### src/rtl/otter_pkg.sv
// Shared Otter pipeline types and constants used by hazard and stall logic.
package otter_pkg;

  typedef enum logic {
    RUN      = 1'b0,
    LU_STALL = 1'b1
  } stall_state_t;

  localparam int LU_W = 4;

  localparam logic [6:0] OPCODE_LOAD = 7'b0000011;

endpackage

### src/rtl/pipeline_stall_ctrl_sat_counter.sv
// Saturating up-counter: holds at all-ones instead of wrapping.
module sat_counter #(
  parameter int W = 32
) (
  input  logic         CLK,
  input  logic         RST,
  input  logic         inc,
  output logic [W-1:0] cnt
);

  always_ff @(posedge CLK or posedge RST) begin
    if (RST) begin
      cnt <= '0;
    end else if (inc && (cnt != {W{1'b1}})) begin
      cnt <= cnt + 1'b1;
    end
  end

endmodule

### src/rtl/pipeline_stall_ctrl.sv
// Turns hazard and memory-wait signals into per-stage enables, bubble
// controls and PC write enable for the 5-stage Otter pipeline.
module pipeline_stall_ctrl
  import otter_pkg::*;
#(
  parameter int LU_CYCLES = 1,
  parameter int CNT_W     = 32
) (
  input  logic             CLK,
  input  logic             RST,
  input  logic             load_use_haz,
  input  logic             control_haz,
  input  logic             imem_stall,
  input  logic             dmem_stall,
  output logic             pc_write,
  output logic             if_de_en,
  output logic             de_ex_en,
  output logic             ex_mem_en,
  output logic             mem_wb_en,
  output logic             if_de_flush,
  output logic             de_ex_flush,
  output logic [CNT_W-1:0] stall_cnt,
  output logic [CNT_W-1:0] flush_cnt
);

  // The first bubble cycle is spent in RUN, so the countdown covers the rest.
  localparam logic [LU_W-1:0] LU_INIT = LU_W'(LU_CYCLES - 1);

  stall_state_t    state_q, state_d;
  logic [LU_W-1:0] lu_left_q, lu_left_d;
  logic            stall_inc, flush_inc;

  always_ff @(posedge CLK or posedge RST) begin
    if (RST) begin
      state_q   <= RUN;
      lu_left_q <= '0;
    end else begin
      state_q   <= state_d;
      lu_left_q <= lu_left_d;
    end
  end

  always_comb begin
    state_d   = state_q;
    lu_left_d = lu_left_q;
    if (dmem_stall) begin
      state_d   = state_q;
      lu_left_d = lu_left_q;
    end else if (control_haz) begin
      state_d   = RUN;
      lu_left_d = '0;
    end else if (state_q == LU_STALL) begin
      lu_left_d = lu_left_q - 1'b1;
      if (lu_left_q <= 4'd1) begin
        state_d   = RUN;
        lu_left_d = '0;
      end
    end else if (load_use_haz && (LU_CYCLES > 1)) begin
      state_d   = LU_STALL;
      lu_left_d = LU_INIT;
    end
  end

  always_comb begin
    pc_write    = 1'b1;
    if_de_en    = 1'b1;
    de_ex_en    = 1'b1;
    ex_mem_en   = 1'b1;
    mem_wb_en   = 1'b1;
    if_de_flush = 1'b0;
    de_ex_flush = 1'b0;
    if (RST) begin
      pc_write    = 1'b0;
      if_de_en    = 1'b0;
      de_ex_en    = 1'b0;
      ex_mem_en   = 1'b0;
      mem_wb_en   = 1'b0;
      if_de_flush = 1'b1;
      de_ex_flush = 1'b1;
    end else if (dmem_stall) begin
      pc_write  = 1'b0;
      if_de_en  = 1'b0;
      de_ex_en  = 1'b0;
      ex_mem_en = 1'b0;
      mem_wb_en = 1'b0;
    end else if (control_haz) begin
      if_de_flush = 1'b1;
      de_ex_flush = 1'b1;
    end else if ((state_q == LU_STALL) || load_use_haz) begin
      // Hold PC and IF/DE, push a bubble into EX while older work drains.
      pc_write    = 1'b0;
      if_de_en    = 1'b0;
      de_ex_flush = 1'b1;
    end else if (imem_stall) begin
      pc_write    = 1'b0;
      if_de_flush = 1'b1;
    end
  end

  assign stall_inc = !RST && !pc_write;
  assign flush_inc = !RST && !dmem_stall && control_haz;

  sat_counter #(.W(CNT_W)) u_stall_cnt (
    .CLK (CLK),
    .RST (RST),
    .inc (stall_inc),
    .cnt (stall_cnt)
  );

  sat_counter #(.W(CNT_W)) u_flush_cnt (
    .CLK (CLK),
    .RST (RST),
    .inc (flush_inc),
    .cnt (flush_cnt)
  );

  a_flush_in_reset: assert property (@(posedge CLK) RST |-> (if_de_flush || de_ex_flush));
  a_pc_hold_with_if_de: assert property (@(posedge CLK) !if_de_en |-> !pc_write);

endmodule

### config.mk
export PLATFORM = sky130hd
export DESIGN_NAME = pipeline_stall_ctrl
export DESIGN_NICKNAME = d
export VERILOG_FILES = /design/src/rtl/otter_pkg.sv /design/src/rtl/pipeline_stall_ctrl_sat_counter.sv /design/src/rtl/pipeline_stall_ctrl.sv
export SDC_FILE = /design/constraint.sdc
export NUM_CORES = 1
export LEC_CHECK = 0
export ABC_AREA = 1
export ABC_CLOCK_PERIOD_IN_PS = 3600
export BUFFER_PORTS_ARGS = -buffer_cell sky130_fd_sc_hd__buf_2
export CAP_MARGIN = 5
export CORE_ASPECT_RATIO = 1.1
export CORE_MARGIN = 2
export CORE_UTILIZATION = 45
export CTS_CLUSTER_SIZE = 12
export DETAILED_ROUTE_END_ITERATION = 10
export PLACE_DENSITY = 0.77
export SYNTH_ARGS = -nofsm -noshare
export SYNTH_HDL_FRONTEND = slang
export SYNTH_SLANG_ARGS = --single-unit
### constraint.sdc
create_clock -name CLK -period 3.6 [get_ports CLK]
set_clock_uncertainty 0.2 [all_clocks]
set_input_delay 0.36 -clock CLK [delete_from_list [all_inputs] [get_ports CLK]]
set_output_delay 0.36 -clock CLK [all_outputs]
set_load 0.02 [all_outputs]
==> reports/summary.txt <==
sequential fraction of the synthesis area -> 0.3666
vias per inst -> 4.849
Area contributors post-synth -> dfrtp_1, nand2_1, nor2_1, inv_1, xor2_1
final period utilization -> 0.6474
Max rail drop VDD -> 0.0002606 V
Distinct cells, synth -> 27
final count of pins violating max slew -> 0
via count -> 4742
share of Yosys cell area claimed by the top area cell type -> 0.3666
fin worst setup slack -> 1.269 ns
vias in the first global route -> 4509
register area -> 0.001727 sq mm
Synth Area in XOR/XNOR -> 0.04463
Max Cap Viol -> 0
TNS Setup -> 0 ns
DR DRC count -> 0
Synth Warn # -> 0
status -> finished clean
met2 Usage GRT -> 0.3811
Synth area leader -> dfrtp_1
Syn Area/Cell -> 6.254 sq um
pin count of the biggest net entering global routing -> 71
Ant. Diodes -> 0
Routed WL -> 11.83 mm
# fillers -> 1042
Routed Antenna Nets -> 0
crit path time final -> 2.331 ns
slowest stage cell, crit path -> dfrtp_1
Buf/Inv on CP -> 2
total power after layout -> 2.236 mW
Crit. End Element -> flop
Clock transition at path regs -> 0.06 ns
first-pass GRT wire length -> 20.69 mm
GRT met1 Usage -> 0.2916
Yosys reg bits -> 69
main combinational cell family by area after synthesis -> simple AND/OR/NAND/NOR gates
Nets -> 840
Global Route Usage Sum -> 0.2273
DP Area -> 0.005194 sq mm
Slew headroom -> 0.4196
Root Driver -> clkbuf_16
crit path launch type -> flop
WP data arrival -> 2.35 ns
CP max FO -> 30
final core occ -> 0.5380
placer congestion estimate -> 0.9220
Power Density -> 403.6 mW/mm^2
Longest Clk Path Bufs -> 2
Cells after DPL -> 962
Area growth, synth to finish -> 17.61%
Rows -> 39
CTS resizes -> 0
multi-input logic area -> 0.002649 sq mm
post-synthesis simple-gate area fraction -> 0.4865
most common cell after layout, fill and taps aside -> nand2_1
CP cell instances -> ha_1, inv_1, nor2_4, nand2_4, nor2_4, nand2_4, nand2_4, inv_2, nand2_1, nand2_1
met3 Use GR -> 0.03846
mux share of post-synthesis cell area -> 0
initial antenna violation count -> 0
count of clock tree sinks -> 69
Hold Slack -> 0.1452 ns
fmax -> 429.1 MHz
post-place setup slack -> 1.264 ns
adder-cell share of the synthesized area -> 0.01063
First-pass DRT Iterations -> 5
CP max stage delay -> 0.44 ns
core area -> 0.01030 sq mm
Routed WL per cell -> 12.10 microns
Post-Syn Area -> 0.004710 sq mm
final std cells w/o fill -> 978
die height -> 111.3 microns
GR Overflow Total -> 0
CTS tree -> done
critical path class -> reg -> reg
number of post-CTS setup repair buffers -> 0
Worst Path Required -> 3.62 ns
Die Wd -> 101.5 microns
LEAKAGE -> 2.858 nW
global route hottest layer -> met2
Slew @ Worst Pin -> 0.8706 ns
dpl hpwl -> 8.758 mm
Syn Nets -> 763
port bufs -> 76
die footprint -> 0.01130 sq mm
most frequent cells in the layout -> nand2_1, nor2_1, buf_2
count of final setup violators -> 0
Synth Area in Compound Gates -> 0.02072
layout cell share with drive strength beyond 1 -> 0.1317
hold buffers post-CTS -> 0
final count of hold timing violations -> 0
CP top delay family -> simple AND/OR/NAND/NOR gates
unrepaired setup endpoints after global routing -> false
Crit path top cell by count -> nand2_4
design area -> 0.005539 sq mm
Initial Util -> 0.4574
H-Tree Depth -> 3
Iter 0 DRT Violations -> 228
Post-Syn Instances -> 753
I/O pin cnt -> 77
Clock Latency Late Sink -> 0.33 ns
HP Class -> in -> async
CTS Buf Count -> 9
-- worst register-to-register path, delay by kind of cell (launching register included) --
family | cells | cell delay (ns)
AND/OR/NAND/NOR | 7 | 1.00
adder cells (fa/ha/maj) | 1 | 0.22
flip-flops | 1 | 0.44
buffers and inverters | 2 | 0.36
-- cell type report --
cell class | count | area share
Timing Repair Buffer | 78 | 0.07138
Clock buffer | 13 | 0.05060
Clock inverter | 3 | 0.01175
Inverter | 65 | 0.04405
Sequential cell | 69 | 0.3117
Tap cell | 143 | 0.03230
Multi-Input combinational cell | 607 | 0.4782
-- kinds of logic after synthesis --
| family | Yosys count |
|---|---|
| AND/OR/NAND/NOR | 561 |
| XOR/XNOR | 24 |
| flip-flops | 69 |
| AO/OA/AOI/OAI | 18 |
| buffers and inverters | 77 |
| adder cells (fa/ha/maj) | 4 |
-- sequential cells by signal (all words and copies together), names as in the netlist --
name and count:
lu_left_q 4, u_flush_cnt.cnt 32, state_q 1, u_stall_cnt.cnt 32
-- synthesized netlist by cell type --
| library cell | n |
|---|---|
| nand2_1 | 383 |
| nor2_1 | 113 |
| dfrtp_1 | 69 |
| inv_1 | 63 |
| nand3_1 | 29 |
| xor2_1 | 17 |
| nand3b_1 | 12 |
| o21ai_0 | 10 |
| xnor2_1 | 7 |
| buf_2 | 6 |
| a21oi_1 | 5 |
| nor3_1 | 5 |
| buf_6 | 4 |
| ha_1 | 4 |
| nand2_4 | 4 |
| nand4_1 | 4 |
| nor2_2 | 4 |
| nor2_4 | 3 |
| buf_4 | 2 |
| inv_2 | 2 |
| a21oi_2 | 1 |
| a31oi_1 | 1 |
| and2_1 | 1 |
| nand3b_4 | 1 |
| nor2b_1 | 1 |
| nor3b_1 | 1 |
| o31ai_1 | 1 |
-- per-layer routing --
metal,wire length (microns),up-vias
met1,5332,2134
met3,554,23
met2,5721,134
li1,-,2451
met4,223,0
met5,0,-
-- power by group --
group	switching (mW)	total (mW)	internal, mW	leakage (nW)
clock network	0.332	1.01	0.681	0.172
registers	0.0660	0.899	0.833	0.949
logic	0.214	0.323	0.110	1.74
-- path summary, 6_finish.rpt --
check | startpoint | end | slack [ns] | cells after the start
setup / recovery | u_stall_cnt.cnt[0] | u_stall_cnt.cnt[12] | 1.27 | 10
hold / removal | RST | state_q | 0.15 | 3
setup reg to reg | u_stall_cnt.cnt[0] | u_stall_cnt.cnt[12] | 1.27 | 10
hold reg to reg | lu_left_q[1] | lu_left_q[1] | 0.29 | 2
max in group asynchronous | RST | u_flush_cnt.cnt[28] | 2.50 | 3
min in group CLK | dmem_stall | state_q | 0.16 | 3
No activity file was read; power rests on OpenSTA's default activity.
